## src/rtl/rc5_scheduler.sv

```systemverilog
// RC5 block scheduler: accepts one plaintext block at a time, runs it through an
// external RC5 cipher core, and hands the ciphertext back through a valid/ready port.
module rc5_scheduler #(
    parameter int unsigned W       = 32,
    parameter int unsigned TIMEOUT = 255,
    parameter int unsigned CNT_W   = 16
) (
    input  logic             clk,
    input  logic             rst,
    input  logic             iKey_ready,
    input  logic             iValid,
    output logic             oReady,
    input  logic [W-1:0]     iA,
    input  logic [W-1:0]     iB,
    output logic             oValid,
    input  logic             iReady,
    output logic [W-1:0]     oA,
    output logic [W-1:0]     oB,
    output logic             oCipher_start,
    output logic [W-1:0]     oCipher_A,
    output logic [W-1:0]     oCipher_B,
    input  logic [W-1:0]     iCipher_A,
    input  logic [W-1:0]     iCipher_B,
    input  logic             iCipher_done,
    output logic             oBusy,
    output logic             oTimeout,
    output logic [CNT_W-1:0] oBlock_count
);

    localparam int unsigned WD_W = (TIMEOUT < 1) ? 1 : $clog2(TIMEOUT + 1);

    typedef enum logic [1:0] {
        S_IDLE    = 2'd0,
        S_RUN     = 2'd1,
        S_HOLD    = 2'd2,
        S_RELEASE = 2'd3
    } state_t;

    state_t          r_state;
    state_t          w_state_next;
    logic [WD_W-1:0] r_wd;
    logic [WD_W-1:0] w_wd_inc;
    logic            w_accept;
    logic            w_done;
    logic            w_expire;
    logic            w_deliver;

    // Start and ready are decoded from the state register so that an async reset
    // drops them in the same cycle it is asserted.
    assign oReady        = (r_state == S_IDLE) && iKey_ready && rst;
    assign oCipher_start = (r_state == S_RUN) || (r_state == S_HOLD);
    assign oBusy         = (r_state != S_IDLE);

    assign w_accept  = oReady && iValid;
    assign w_done    = (r_state == S_RUN) && iCipher_done;
    assign w_wd_inc  = (r_wd == '1) ? r_wd : r_wd + 1'b1;
    assign w_expire  = (r_state == S_RUN) && !iCipher_done && (32'(w_wd_inc) >= TIMEOUT);
    assign w_deliver = (r_state == S_HOLD) && iReady;

    always_ff @(posedge clk or negedge rst) begin
        if (!rst) begin
            r_state <= S_IDLE;
        end else begin
            r_state <= w_state_next;
        end
    end

    always_comb begin
        w_state_next = r_state;
        case (r_state)
            S_IDLE:    if (w_accept) w_state_next = S_RUN;
            S_RUN: begin
                if (w_done) begin
                    w_state_next = S_HOLD;
                end else if (w_expire) begin
                    w_state_next = S_RELEASE;
                end
            end
            S_HOLD:    if (iReady) w_state_next = S_RELEASE;
            S_RELEASE: w_state_next = S_IDLE;
            default:   w_state_next = S_IDLE;
        endcase
    end

    always_ff @(posedge clk or negedge rst) begin
        if (!rst) begin
            r_wd         <= '0;
            oCipher_A    <= '0;
            oCipher_B    <= '0;
            oA           <= '0;
            oB           <= '0;
            oValid       <= 1'b0;
            oTimeout     <= 1'b0;
            oBlock_count <= '0;
        end else begin
            if (w_accept) begin
                oCipher_A <= iA;
                oCipher_B <= iB;
                r_wd      <= '0;
                oTimeout  <= 1'b0;
            end
            if (r_state == S_RUN) begin
                r_wd <= w_wd_inc;
            end
            // Done wins over an expiring watchdog in the same cycle.
            if (w_done) begin
                oA     <= iCipher_A;
                oB     <= iCipher_B;
                oValid <= 1'b1;
            end else if (w_expire) begin
                oTimeout <= 1'b1;
            end
            if (w_deliver) begin
                oValid       <= 1'b0;
                oBlock_count <= oBlock_count + 1'b1;
            end
        end
    end

endmodule

```

## config.mk

```make
export PLATFORM = sky130hd
export DESIGN_NAME = rc5_scheduler
export DESIGN_NICKNAME = d
export VERILOG_FILES = /design/src/rtl/rc5_scheduler.sv
export SDC_FILE = /design/constraint.sdc
export NUM_CORES = 1
export LEC_CHECK = 0
export BUFFER_PORTS_ARGS = -buffer_cell sky130_fd_sc_hd__buf_4
export CORE_MARGIN = 2
export CORE_UTILIZATION = 30
export DETAILED_ROUTE_END_ITERATION = 7
export SYNTH_ARGS = -nofsm -noshare
export SYNTH_HDL_FRONTEND = slang
export SYNTH_SLANG_ARGS = --single-unit
```

## constraint.sdc

```tcl
create_clock -name clk -period 2.6 [get_ports clk]
set_input_delay 0.13 -clock clk [delete_from_list [all_inputs] [get_ports clk]]
set_output_delay 0.13 -clock clk [all_outputs]
set_load 0.01 [all_outputs]
```

Yosys cells after proc, flatten, opt, wreduce, memory -nomap -nowiden
Index checks and enable logic that the tools add are counted.
{ "classes": {"n_addsub": 2, "magnitude_cmp": 1, "n_eq_ne": 7, "muxes": 13, "reduce_logical": 14} }
{ "op_table": {"columns": ["op", "count"], "rows": [
  ["$mux 8", 3],
  ["$add 16x1->16 const B", 1],
  ["$add 8x1->8 const B", 1],
  ["$eq 8x8->1 const B", 1],
  ["$ge 8x8->1 const B", 1],
  ["$mux 2", 4],
  ["$pmux 2 s4", 1],
  ["$logic_and 1x1->1", 7],
  ["$reduce_bool 2->1", 3],
  ["$mux 1", 5],
  ["$eq 2x2->1 const B", 2],
  ["$ne 2x2->1 const B", 2],
  ["$ne 3x3->1 const B", 1],
  ["$reduce_and 3->1", 1],
  ["$eq 2x1->1 const B", 1],
  ["$logic_not 2->1", 1],
  ["$logic_not 1->1", 1],
  ["$logic_or 1x1->1", 1]
]} }
{ "word_totals": {"reg_bits": 156, "in_bits": 134, "output_inout_bits": 149, "elab_cells": 46} }

Longest topological paths before layout
{ "logic_depth": {"depth_word": 7, "depth_mapped": 7, "ltp_nobuf": 7} }

Least setup slack after synthesis
OpenSTA, ideal clock, no wires.
{ "synth_timing": {"path_type": "register to register", "from": "reg r_wd[0]", "to": "reg r_state[1]", "setup_time_ps": 69, "arrival_ps": 1775, "required_ps": 2531, "slack_ps": 756, "path_stages_with_launch": 8, "path_buffers": 1, "period_less_slack_ps": 1844, "cell_sequence": "dfrtp_1 ha_1 buf_2 and2_1 a211oi_1 nor3_1 or4_1 nand3_1"} }
{ "synth_between": {"elab_chain_len": 6, "elab_cells_between_ends": 7, "classes_between": "1 x add/sub; 1 x order compare; 2 x eq/ne; 1 x mux; 2 x reduce/logical"} }
{ "synth_rtl": {"columns": ["item", "line_no", "rtl"], "rows": [
  ["from (decl)", "41", "logic [WD_W-1:0] r_wd;"],
  ["from (signal assigned)", "103", "r_wd <= w_wd_inc;"],
  ["$add 8x1->8 or $eq 8x8->1 (tied branches)", "56", "assign w_wd_inc = (r_wd == '1) ? r_wd : r_wd + 1'b1;"],
  ["$mux 8 (*)", "56", null],
  ["$ge 8x8->1 (*)", "57", "assign w_expire = (r_state == S_RUN) && !iCipher_done && (32'(w_wd_inc) >= TIMEOUT);"],
  ["$logic_and 1x1->1 (*)", "57", null],
  ["$ne 3x3->1 (no source line) (*)", null, null],
  ["$reduce_and 3->1 (no source line) (*)", null, null],
  ["to (signal assigned)", "64", "r_state <= w_state_next;"],
  ["to (decl)", "39", "state_t r_state;"]
]} }
Mark *: on every way between the ends. The rest lies on a longest branch, timed or not.
A chain may end at the register's enable or synchronous reset.

Worst setup path in the final report
{ "layout_timing": {"from": "in rst", "to": "out oReady"} }
{ "layout_between": {"elab_chain_len": 1} }
{ "layout_rtl": {"columns": ["item", "line_no", "rtl"], "rows": [
  ["from (decl)", "9", "input logic rst,"],
  ["$logic_and 1x1->1", "50", "assign oReady = (r_state == S_IDLE) && iKey_ready && rst;"],
  ["to (decl)", "12", "output logic oReady,"]
]} }
Every way passes these cells.

==> results.cfg <==
[outcome]
outcome = finished clean

[synth]
synth_edf_count = 0
synth_ff_type = dfrtp_1
ys_seq_elements = 156
netlist_area_sq_um = 6253
syn_nets = 574
synthArstFlopShare_pct = 100.0
yosysTopAreaCellShare_pct = 62.42
synth_cells = 434
yosysTopAreaCell = dfrtp_1
ys_types = 38
ys_top_cells_by_area = dfrtp_1 62%, mux2_2 23%, xnor2_1 1.7%
seq_area_frac_synth_pct = 62.42
yosys_warnings = 0
avgSynthCellArea_sq_um = 14.41

[clock_tree]
cts.path.max_buffers = 2
cts_resized = 0
cts_tree = built
clk_latency_ns = 0.42
cts_num_sinks = 156
clkTransAtPathRegs_ns = 0.07
cts_inserted_buffers = 17
postCtsSetupRepairBufs = 0
h-tree-depth = 4
cts-root-buf = clkbuf_16

[timing]
period_minus_slack_ns = 2.031
finalMaxSlewViolations = 0
slew_headroom_pct = 39.10
fin_setup_tns_ns = 0
clock.fmax_mhz = 492.3
rsz0062_at_grt = no
fin_ws_ns = 0.5688
setup_viol = 0
fin_worst_skew_ns = 0.01115
period_share_pct = 78.12
hold_violations = 0
worstMarginPinSlew_ns = 0.9135

[floorplan]
core_area_sq_um = 20360
die_area_sq_um = 22020
die_y_um = 148.4
die_x_um = 148.4
io_pins = 283
row_count = 52
initial_core_util_pct = 30.71

[critical_path]
cp_top_family = buffers and inverters
critPathCaptureType = output port
slowest_stage = dlygate4sd3_1
arrival_ns = 1.90
worstRegToRegCells = 6
start_kind = primary input
crit_required_ns = 2.47
worstSetupStartpoint = rst
rrSetupSlack_ns = 0.61
crit_fanout = 157
crit_cells = 5
cpPeakStageDelay_ns = 0.54
cp_cell_sequence = dlygate4sd3_1 > buf_6 > buf_12 > and3_1 > buf_4
reg2reg_from = r_wd[0]$_DFFE_PN0P_
worstSetupPathType = in2out
regToRegEndpoint = r_state[1]$_DFFE_PN0P_
path_buf_inv = 4
critPathCapture = oReady

[grt]
grt_first_pass_wirelength_um = 28480
met1_usage_pct = 18.71
grt_pass1_vias = 5664
grt-ovfl-total = 0
grt_use_total_pct = 16.26
met3_usage_pct = 4.969
grt_util_met2_pct = 28.36
antenna_found_initial = 0
grt_max_degree = 158
gr-max-usage-layer = met2

[placed_design]
gp_congestion = 0.8017
place_area_sq_um = 8673
dp_slack_ns = 0.6224
hpwlAfterDp_um = 11420
numPortBuffers = 282

[finish]
diodes = 0
syn_to_final_growth_pct = 68.81
final_common_cell = buf_4
drive_gt1_share_pct = 52.44
postLayoutCellArea_sq_um = 10560
final_cell_mix = 283 x buf_4, 156 x dfrtp_1, 130 x mux2_2, 130 x dlygate4sd3_1, 18 x nand2_1
nets = 989

[drt]
post_drt_wl_per_cell_um = 15.54
routed_wl_um = 17590
ant_nets = 0
drtPass1Iterations = 5
via_count = 5096
vias_per_cell = 4.502
drc = 0
drt_iter0_drc = 153

[power_and_ir_drop]
p_leak_nw = 5.002
swShare_pct = 33.08
power_frac_seq_pct = 37.9
pwr-share-comb_pct = 40.1
power_density_nw_per_um2 = 1058
switching_power_mw = 3.696
ir_drop_mv = 0.5620
p_int_mw = 7.477
clkPwrFrac_pct = 21.9

[hold_path]
hp-class = in2reg

[run]
cap_viol_max_count = 0
==> cell families (layout without fill, tap and decap cells) <==
kind of cell	count (synthesis)	after routing	synth area share (%)
flops	156	156	62.42
fa+ha+maj	6	6	1.200
xor+xnor	16	16	2.241
simple gates	75	75	6.123
buf+inv	25	453	1.841
compound gates	25	25	2.601
mux	131	131	23.57
==> through the flow <==
stage | power (mW) | instances | utilization, % | hold slack, ns
final | 11.17 | 1132 | 51.84 | 0.03571
after global routing | 11.88 | 1132 | 51.84 | 0.05702
after CTS | 11.28 | 1132 | 51.84 | 0.02089
after detailed placement | 8.611 | 970 | 42.59 | 0.3661
after global placement | 8.474 | 970 | 42.59 | 0.3564
after floorplan | 6.275 | 434 | - | -0.1656
==> tightest hold or removal path, stage by stage <==
cell and delay [ns]:
buf_4 0.12, nand2_1 0.09, xnor2_1 0.07
==> cells in the mapped netlist, types with 3 or more instances <==
library cell and count:
a21oi_1 6, xnor2_1 12, nor2_1 13, ha_1 6, a31oi_1 3, inv_1 5
nand2_1 19, mux2_2 130, buf_2 5, dfrtp_1 156, and3_1 5, a211oi_1 4
nand4_1 7, nor3_1 6, clkbuf_1 12, o21ai_0 5, xor2_1 4, nand3_1 11
==> flip-flops by register name, summed over array words and instances, names as in the netlist <==
register,count
oCipher_B,32
oBlock_count,16
oTimeout,1
r_wd,8
oB,32
oA,32
oCipher_A,32
r_state,2
oValid,1
==> worst min-delay path by stage <==
stage                start                          end  slack [ns]  cells past startpoint
global route        iReady  oBlock_count[0]$_DFFE_PN0P_        0.06                      3
global placement       rst            oA[1]$_DFFE_PN0P_        0.36                      2
detailed placement     rst    oCipher_A[29]$_DFFE_PN0P_        0.37                      2
CTS                 iReady  oBlock_count[0]$_DFFE_PN0P_        0.02                      3
finish              iReady  oBlock_count[0]$_DFFE_PN0P_        0.04                      3
floorplan              rst            oA[0]$_DFFE_PN0P_       -0.17                      0
==> cell type report <==
cell class | count | area, sq um
clock inverters | 14 | 142.6
flip-flops and latches | 156 | 3904
fillers | 1717 | 9808
well taps | 270 | 337.8
multi-input cells | 253 | 2237
clock buffers | 18 | 439.2
inverters | 5 | 18.77
repair buffers | 416 | 3477
==> layer usage <==
layer | vias up | wire (um)
met5 | - | 0
met4 | 0 | 394
met3 | 26 | 1261
met2 | 215 | 8906
met1 | 2482 | 7025
li1 | 2373 | -
==> power by group through the flow <==
stage | Clock [mW] | Sequential (mW) | Combinational [mW]
3_5_place_dp | 0 | 4.26 | 4.36
5_1_grt | 2.65 | 4.40 | 4.83
3_3_place_gp | 0 | 4.22 | 4.26
4_1_cts | 2.54 | 4.23 | 4.51
2_1_floorplan | 0 | 4.62 | 1.65
6_report | 2.45 | 4.24 | 4.48
==> timing repair <==
item,in CTS,in global routing
endpoints found under the hold margin,285,0
setup endpoints to repair,0,0
hold buffers,130,0
No activity file was read; power rests on OpenSTA's default activity.
